[src/rtl/pixel_packer_pkg.sv]
// Shared types and helpers for the serial-beat to parallel-pixel packer.
// slot_lsb maps a beat index to its bit offset inside the packed pixel word.
package pixel_packer_pkg;

    localparam int ERR_CNT_W = 16;

    function automatic int slot_lsb(input int k, input int ch_num, input int data_w,
                                    input bit msb_first);
        return msb_first ? (ch_num - 1 - k) * data_w : k * data_w;
    endfunction

endpackage

[src/rtl/pixel_out_reg.sv]
// Ready/valid pixel holding register; loads a packed pixel and holds it until accepted.
// Latency: one register stage from load to m_valid.
// Backpressure: data held stable while !m_ready; a load in the handshake cycle keeps m_valid high.
module pixel_out_reg #(
    parameter int PIX_W = 24
) (
    input  logic             sys_clk,
    input  logic             sys_rst_n,
    input  logic             load,
    input  logic [PIX_W-1:0] load_data,
    input  logic             load_sof,
    input  logic             m_ready,
    output logic             m_valid,
    output logic [PIX_W-1:0] m_data,
    output logic             m_sof
);

    logic             m_valid_q, m_valid_d;
    logic [PIX_W-1:0] m_data_q, m_data_d;
    logic             m_sof_q, m_sof_d;

    always_comb begin
        m_valid_d = m_valid_q;
        m_data_d  = m_data_q;
        m_sof_d   = m_sof_q;
        if (load) begin
            m_valid_d = 1'b1;
            m_data_d  = load_data;
            m_sof_d   = load_sof;
        end else if (m_valid_q && m_ready) begin
            m_valid_d = 1'b0;
        end
    end

    always_ff @(posedge sys_clk or negedge sys_rst_n) begin
        if (!sys_rst_n) begin
            m_valid_q <= 1'b0;
            m_data_q  <= '0;
            m_sof_q   <= 1'b0;
        end else begin
            m_valid_q <= m_valid_d;
            m_data_q  <= m_data_d;
            m_sof_q   <= m_sof_d;
        end
    end

    assign m_valid = m_valid_q;
    assign m_data  = m_data_q;
    assign m_sof   = m_sof_q;

endmodule

[src/rtl/pixel_packer.sv]
// Packs CH_NUM serial DATA_W beats into one pixel word, with SOF realignment and error count.
// Latency: final beat accepted at edge N gives m_valid after edge N.
// Backpressure: only the final beat of a pixel stalls; s_ready is combinational from m_ready.
module pixel_packer
    import pixel_packer_pkg::*;
#(
    parameter int DATA_W    = 8,
    parameter int CH_NUM    = 3,
    parameter bit MSB_FIRST = 1'b1
) (
    input  logic                     sys_clk,
    input  logic                     sys_rst_n,
    input  logic                     s_valid,
    output logic                     s_ready,
    input  logic [DATA_W-1:0]        s_data,
    input  logic                     s_sof,
    output logic                     m_valid,
    input  logic                     m_ready,
    output logic [CH_NUM*DATA_W-1:0] m_data,
    output logic                     m_sof,
    output logic                     err_align,
    output logic [ERR_CNT_W-1:0]     err_cnt
);

    localparam int PIX_W  = CH_NUM * DATA_W;
    localparam int HOLD_W = (CH_NUM - 1) * DATA_W;
    localparam int CNT_W  = $clog2(CH_NUM);
    localparam logic [CNT_W-1:0] LAST_BEAT = CNT_W'(CH_NUM - 1);

    logic [CNT_W-1:0]     beat_cnt_q, beat_cnt_d;
    logic [HOLD_W-1:0]    hold_q, hold_d;
    logic                 sof0_q, sof0_d;
    logic                 err_align_q, err_align_d;
    logic [ERR_CNT_W-1:0] err_cnt_q, err_cnt_d;

    logic             is_last;
    logic             accept;
    logic             realign;
    logic             load;
    logic [PIX_W-1:0] pix;

    assign is_last = (beat_cnt_q == LAST_BEAT);
    assign s_ready = !is_last || !m_valid || m_ready;
    assign accept  = s_valid && s_ready;
    // A realigning SOF wins over the final-beat load, even when it lands in the last slot.
    assign realign = accept && s_sof && (beat_cnt_q != '0);
    assign load    = accept && is_last && !realign;

    // Oldest held beat sits at the top of hold_q; beat k lives at index CH_NUM-2-k.
    always_comb begin
        pix = '0;
        for (int k = 0; k < CH_NUM - 1; k++) begin
            pix[slot_lsb(k, CH_NUM, DATA_W, MSB_FIRST) +: DATA_W] =
                hold_q[(CH_NUM - 2 - k) * DATA_W +: DATA_W];
        end
        pix[slot_lsb(CH_NUM - 1, CH_NUM, DATA_W, MSB_FIRST) +: DATA_W] = s_data;
    end

    always_comb begin
        beat_cnt_d  = beat_cnt_q;
        hold_d      = hold_q;
        sof0_d      = sof0_q;
        err_align_d = 1'b0;
        err_cnt_d   = err_cnt_q;
        if (realign) begin
            beat_cnt_d  = CNT_W'(1);
            hold_d      = HOLD_W'(s_data);
            sof0_d      = 1'b1;
            err_align_d = 1'b1;
            if (err_cnt_q != '1) begin
                err_cnt_d = err_cnt_q + 1'b1;
            end
        end else if (load) begin
            beat_cnt_d = '0;
            hold_d     = '0;
        end else if (accept) begin
            beat_cnt_d = beat_cnt_q + 1'b1;
            hold_d     = (hold_q << DATA_W) | HOLD_W'(s_data);
            if (beat_cnt_q == '0) begin
                sof0_d = s_sof;
            end
        end
    end

    always_ff @(posedge sys_clk or negedge sys_rst_n) begin
        if (!sys_rst_n) begin
            beat_cnt_q  <= '0;
            hold_q      <= '0;
            sof0_q      <= 1'b0;
            err_align_q <= 1'b0;
            err_cnt_q   <= '0;
        end else begin
            beat_cnt_q  <= beat_cnt_d;
            hold_q      <= hold_d;
            sof0_q      <= sof0_d;
            err_align_q <= err_align_d;
            err_cnt_q   <= err_cnt_d;
        end
    end

    pixel_out_reg #(
        .PIX_W(PIX_W)
    ) u_out_reg (
        .sys_clk   (sys_clk),
        .sys_rst_n (sys_rst_n),
        .load      (load),
        .load_data (pix),
        .load_sof  (sof0_q),
        .m_ready   (m_ready),
        .m_valid   (m_valid),
        .m_data    (m_data),
        .m_sof     (m_sof)
    );

    assign err_align = err_align_q;
    assign err_cnt   = err_cnt_q;

endmodule
[config.mk]
export PLATFORM = sky130hd
export DESIGN_NAME = pixel_packer
export DESIGN_NICKNAME = d
export VERILOG_FILES = /design/src/rtl/pixel_packer_pkg.sv /design/src/rtl/pixel_out_reg.sv /design/src/rtl/pixel_packer.sv
export SDC_FILE = /design/constraint.sdc
export NUM_CORES = 1
export LEC_CHECK = 0
export ABC_AREA = 1
export CORE_ASPECT_RATIO = 1.5
export CORE_MARGIN = 5
export CORE_UTILIZATION = 51
export DETAILED_ROUTE_END_ITERATION = 8
export MAX_ROUTING_LAYER = met4
export PLACE_DENSITY = 0.79
export SLEW_MARGIN = 20
export SYNTH_ARGS = -nofsm -noshare
export SYNTH_HDL_FRONTEND = slang
export SYNTH_HIERARCHICAL = 1
export SYNTH_SLANG_ARGS = --single-unit
[constraint.sdc]
create_clock -name sys_clk -period 1.9 [get_ports sys_clk]
set_input_delay 0.57 -clock sys_clk [delete_from_list [all_inputs] [get_ports sys_clk]]
set_output_delay 0.57 -clock sys_clk [all_outputs]
set_load 0.1 [all_outputs]
; Word level (Yosys, flattened, before mapping)
; Index checks and enable logic that the tools add are counted.
[op_classes]
addsub = 2
multipliers = 0
div = 0
magnitude_cmp = 0
eq_ne = 3
n_shift = 0
n_mux = 13
n_bitwise = 1
n_reduce_logical = 19
[op_table]
columns = op, n
row1 = $mux W16, 3
row2 = $add A16 B1 Y16 const B, 1
row3 = $ne A16 B16 Y1 const B, 1
row4 = $or A16 B8 Y16, 1
row5 = $reduce_bool A2 Y1, 4
row6 = $mux W1, 7
row7 = $logic_and A1 B1 Y1, 6
row8 = $mux W2, 3
row9 = $logic_not A1 Y1, 3
row10 = $reduce_and A3 Y1, 1
row11 = $reduce_bool A3 Y1, 1
row12 = $add A2 B1 Y2 const B, 1
row13 = $eq A2 B2 Y1 const B, 1
row14 = $logic_not A2 Y1, 1
row15 = $logic_or A1 B1 Y1, 2
row16 = $ne A2 B2 Y1 const B, 1
row17 = $reduce_and A2 Y1, 1
[word_totals]
reg_bits = 62
latch_bits = 0
mem_bits_rw = 0
mem_bits_ro = 0
out_inout_bits = 44
mem_count = 0

; Depth between registers and ports, before layout
[logic_depth]
ltp_word = 11
depth_mapped = 12

; Cells and area by module
; The synthesis kept the hierarchy.
[by_module_without_submodules]
columns = module, instances, cells_each, area_each_um2, seq_area_each_um2
row1 = pixel_packer, 1, 230, 1839.3, 900.9
row2 = pixel_out_reg, 1, 110, 1023.5, 650.6

; Worst setup path after synthesis
; OpenSTA, ideal clock, no wires.
[synth_path]
kind = register to register
startpoint = reg u_out_reg.m_valid_q, in the netlist u_out_reg/m_valid
endpoint = reg u_out_reg.m_data_q[11], in the netlist u_out_reg/m_data[11]
arrival_time_ns = 3.067
t_required_ns = 1.778
setup_slack_ns = -1.289
path_stages_with_launch = 10
synth_period_minus_slack_ns = 3.189
cell_sequence = dfrtp_1 nand3_1 nand2_2 inv_1 nand3_1 inv_1 buf_6 buf_4 nand2_1 nand2_1
[synth_via]
elab_chain_cells = 8
word_cells_on_any_way = 9
classes_between = reduce/logical: 9
[synth_lines]
columns = item, line
row1 = "start, declared", pixel_out_reg.sv:18  ; logic m_valid_q, m_valid_d;
row2 = "start signal, assigned", pixel_out_reg.sv:41  ; m_valid_q <= m_valid_d;
row3 = $logic_not A1 Y1 (*), pixel_packer.sv:43  ; assign s_ready = !is_last || !m_valid || m_ready;
row4 = $logic_or A1 B1 Y1 (*) (2 in series), pixel_packer.sv:43
row5 = net s_ready, pixel_packer.sv:14  ; output logic s_ready,
row6 = $logic_and A1 B1 Y1 (*), pixel_packer.sv:44  ; assign accept = s_valid && s_ready;
row7 = $logic_and A1 B1 Y1 (2 in series), pixel_packer.sv:46  ; assign realign = accept && s_sof && (beat_cnt_q != '0);
row8 = $logic_not A1 Y1, pixel_packer.sv:47  ; assign load = accept && is_last && !realign;
row9 = $logic_and A1 B1 Y1 (*), pixel_packer.sv:47
row10 = net load, pixel_packer.sv:39  ; logic load;
row11 = "end signal, assigned", pixel_out_reg.sv:42  ; m_data_q <= m_data_d;
row12 = "end, declared", pixel_out_reg.sv:19  ; logic [PIX_W-1:0] m_data_q, m_data_d;
; Mark *: on every way through the listed nets, which the timed path passes. The rest lies on a longest branch.
; A chain may end at the register's enable or synchronous reset.

; Worst setup path in the final report
[layout_path]
startpoint = reg beat_cnt_q[0]
endpoint = out s_ready
[layout_via]
elab_chain_cells = 4
[layout_lines]
columns = item, line
row1 = "start, declared", pixel_packer.sv:30  ; logic [CNT_W-1:0] beat_cnt_q, beat_cnt_d;
row2 = "start signal, assigned", pixel_packer.sv:93  ; beat_cnt_q <= beat_cnt_d;
row3 = $eq A2 B2 Y1, pixel_packer.sv:42  ; assign is_last = (beat_cnt_q == LAST_BEAT);
row4 = $logic_not A1 Y1, pixel_packer.sv:43
row5 = $logic_or A1 B1 Y1 (2 in series), pixel_packer.sv:43
row6 = "end, declared", pixel_packer.sv:14
; No other way between the ends.

==> metrics.cfg <==
[run_status]
result_of_the_run=finished, final reports clean

[drt]
detail_route.vias_per_cell=5.06
detail_route.wl_per_cell_um=14.7
drcViolationCount=0
drt_first_pass_iters=4
number_of_vias_after_detailed_routing=2480
postRouteAntennaNets=0
detail_route.iter0.violations=201
detail_route.wirelength_um=7190

[timing]
layout_worst_path_cycle_share_pct=96.7
worst_pin_slew_ns=0.368
timing.final.hold_violations=0
rsz0062_at_grt=false
minimum_clock_period_after_layout_ns=1.84
clock_skew_ns=0.00714
setup_viol_count_final=0
slew_viol_final=0
fmax_ghz=0.544
slew_headroom_pct=75.4

[global_routing]
largest_net_degree_at_the_start_of_global_routing=63
via_count_of_the_first_global_routing_pass=2459
met1_usage_pct=23.3
grt_use_met2_pct=38.4
groute.layer.met3.usage_pct=5.46
globalRoute.busiestLayer=met2
grt_antenna_before_repair=0
track_usage_pct=21.8
grt.overflow.total=0
global_route_wire_length_before_repair_um=11700

[place]
place.port_buffers=56
dp.cells=473
finalWeightedCongestion=0.913
dp_area_sq_um=4060
dpl.hpwl_um=5260

[worst_setup_path]
worstSetupStartpointType=flop
critical_path_required_ns=1.33
crit_path_max_incr_delay_ns=0.41
crit_fanout=3
criticalPathCategory=flop to output port
arrival_ns=1.27
cpMaxStageDelayCell=dfrtp_1
crit_path_cell_trace=inv_2, ha_4, nand3_4, buf_12
setup.worst_path.end_class=output port

[yosys]
synth_area_per_cell_sq_um=8.42
synth.cell_area_sq_um=2860
synth_seq_area_share_pct=54.2
synth_cells=340
synth.lib_cells_used.distinct=24
post-synth-top-area-fraction_pct=54.2
synth-edff-count=0
synth_largest_area_cell=dfrtp_1
syn-num-nets=356
cell_types_with_the_largest_area_share_after_synthesis=dfrtp_1, nand2_1, inv_1
ys_async_sr_fraction_pct=100
cell_with_the_most_instances_after_synthesis=nand2_1
synth_ff_type=dfrtp_1
ys_ff_latch=62
number_of_synthesis_warnings=6
top_post_synthesis_cells_by_count=nand2_1, dfrtp_1, inv_1

[power_and_ir_drop]
p_int_mw=3.92
sequentialPowerShare_pct=28.4
p_leak_nw=2.07
vdd.ir_drop.worst_mv=1.00
sw_frac_of_total_pct=48.5
net_load_switching_power_mw=3.70
p_comb_share_pct=54.8
cellPowerDensity_nw_per_um2=1770
clock_power_share_pct=16.8

[floorplan]
start_util_pct=52.5
die_area_sq_um=7240
num_io_pins=57
die_width_um=71.2
placementRows=33
core-area_sq_um=5450
floorplan.die.height_um=102

[clocking]
tritoncts_clock_tree=built
root_buffer=clkbuf_8
cts.clk_slew.worst_paths_ns=0.07
cts_made_buffers=9
cts_max_path_buffers=2
cts_sinks=62
cts-htree-levels=3
clock_latency_ns=0.33

[layout]
final.fill_count=360
share_of_layout_cells_above_drive_strength_1_pct=28.3
sequential_area_sq_um=1580
stdcell_area_sq_um=4300
nNetsFinal=431
layoutNonFillerInstCount=490
multi_input_combinational_cell_area_sq_um=1150
area.growth.synth_to_final_pct=50.2
antenna_cells=0

[min_path]
worstHoldPathType=input pin to async pin

[job]
max-cap-violations=0

-- sequential cells by signal (all words and copies together) (netlist names) --
register and count:
err_cnt 16, sof0_q 1, u_out_reg/m_sof 1, beat_cnt_q 2, u_out_reg/m_data 24, hold_q 16, u_out_reg/m_valid 1, err_align 1
-- final timing paths --
check | from | to | slack (ns) | cells past startpoint
min in group sys_clk | hold_q[12] | u_out_reg/m_data[20] | 0.48 | 2
setup / recovery | beat_cnt_q[0] | s_ready | 0.06 | 4
hold / removal | sys_rst_n | u_out_reg/m_sof | 0.23 | 2
setup reg to reg | err_cnt[0] | err_cnt[14] | 0.18 | 8
hold reg to reg | hold_q[12] | u_out_reg/m_data[20] | 0.48 | 2
max in group asynchronous | sys_rst_n | err_cnt[1] | 1.35 | 2
-- routing by layer --
metal / share of wire, % / wire length, um / up-vias
met2: 55 / 3980 / 85
met1: 37 / 2660 / 1177
met3: 4.3 / 310 / 21
met5: 0 / 0 / -
met4: 3.4 / 244 / 0
li1: - / - / 1197
-- metrics by stage --
stage                     util (%)  power, mW  setup TNS, ns  setup slack [ns]  hold slack (ns)
after global routing          78.9       7.89              0          0.000248            0.259
after detailed placement      74.5       6.35          -6.60            -0.197            0.462
after global placement        74.5       6.26          -3.45            -0.102            0.455
after CTS                     78.8       7.66              0            0.0195            0.242
final                         78.9       7.62              0            0.0626            0.231
after floorplan                  -       4.64              0           0.00328            0.274
-- kinds of logic after synthesis --
family | share of synthesized area, %
AND/OR/NAND/NOR | 30.9
XOR/XNOR | 2.14
adder cells (fa/ha/maj) | 1.31
AO/OA/AOI/OAI | 4.94
flip-flops | 54.2
buffers and inverters | 6.56
-- cell usage in the layout (no fill, tap or decap), drive strengths merged --
cell / synthesis / layout
a21oi: 1 / 1
a32o: 5 / 5
buf: 8 / 61
bufinv: 0 / 2
clkbuf: 0 / 10
clkdlybuf4s50: 0 / 10
clkinv: 0 / 2
clkinvlp: 0 / 2
dfrtp: 62 / 62
dlygate4sd2: 0 / 1
ha: 3 / 3
inv: 25 / 25
nand2: 184 / 184
nand3: 7 / 7
nand4: 4 / 4
nor2: 20 / 20
o21ai: 13 / 13
o22ai: 1 / 1
xnor2: 5 / 5
xor2: 2 / 2
-- area by class of cell --
| class | instances | area share (%) |
|---|---|---|
| sequential | 62 | 36.7 |
| multi-input combinational | 245 | 26.8 |
| timing repair buffer | 72 | 26.8 |
| clock buffer | 10 | 3.20 |
| inverter | 25 | 2.41 |
| tap | 70 | 2.04 |
| clock inverter | 6 | 1.98 |
-- critical path, delay by kind of cell, from the launching register on --
family	cells	cell delay [ns]
DFF	1	0.41
buffers and inverters	2	0.28
adders and majority gates	1	0.16
and+or+nand+nor	1	0.09
-- repair_timing --
action	in CTS	in global routing
gates resized for setup	4	0
hold buffers	0	0
buffers inserted	0	1
endpoints found under the setup margin	1	1
-- power groups by stage --
stage	clock, mW	sequential (mW)	combinational [mW]
floorplan	0	4.06	0.578
global placement	0	2.16	4.11
detailed placement	0	2.18	4.17
CTS	1.30	2.17	4.20
global route	1.37	2.21	4.31
finish	1.28	2.16	4.17
Note: power is estimated with default switching activity, not from simulation.
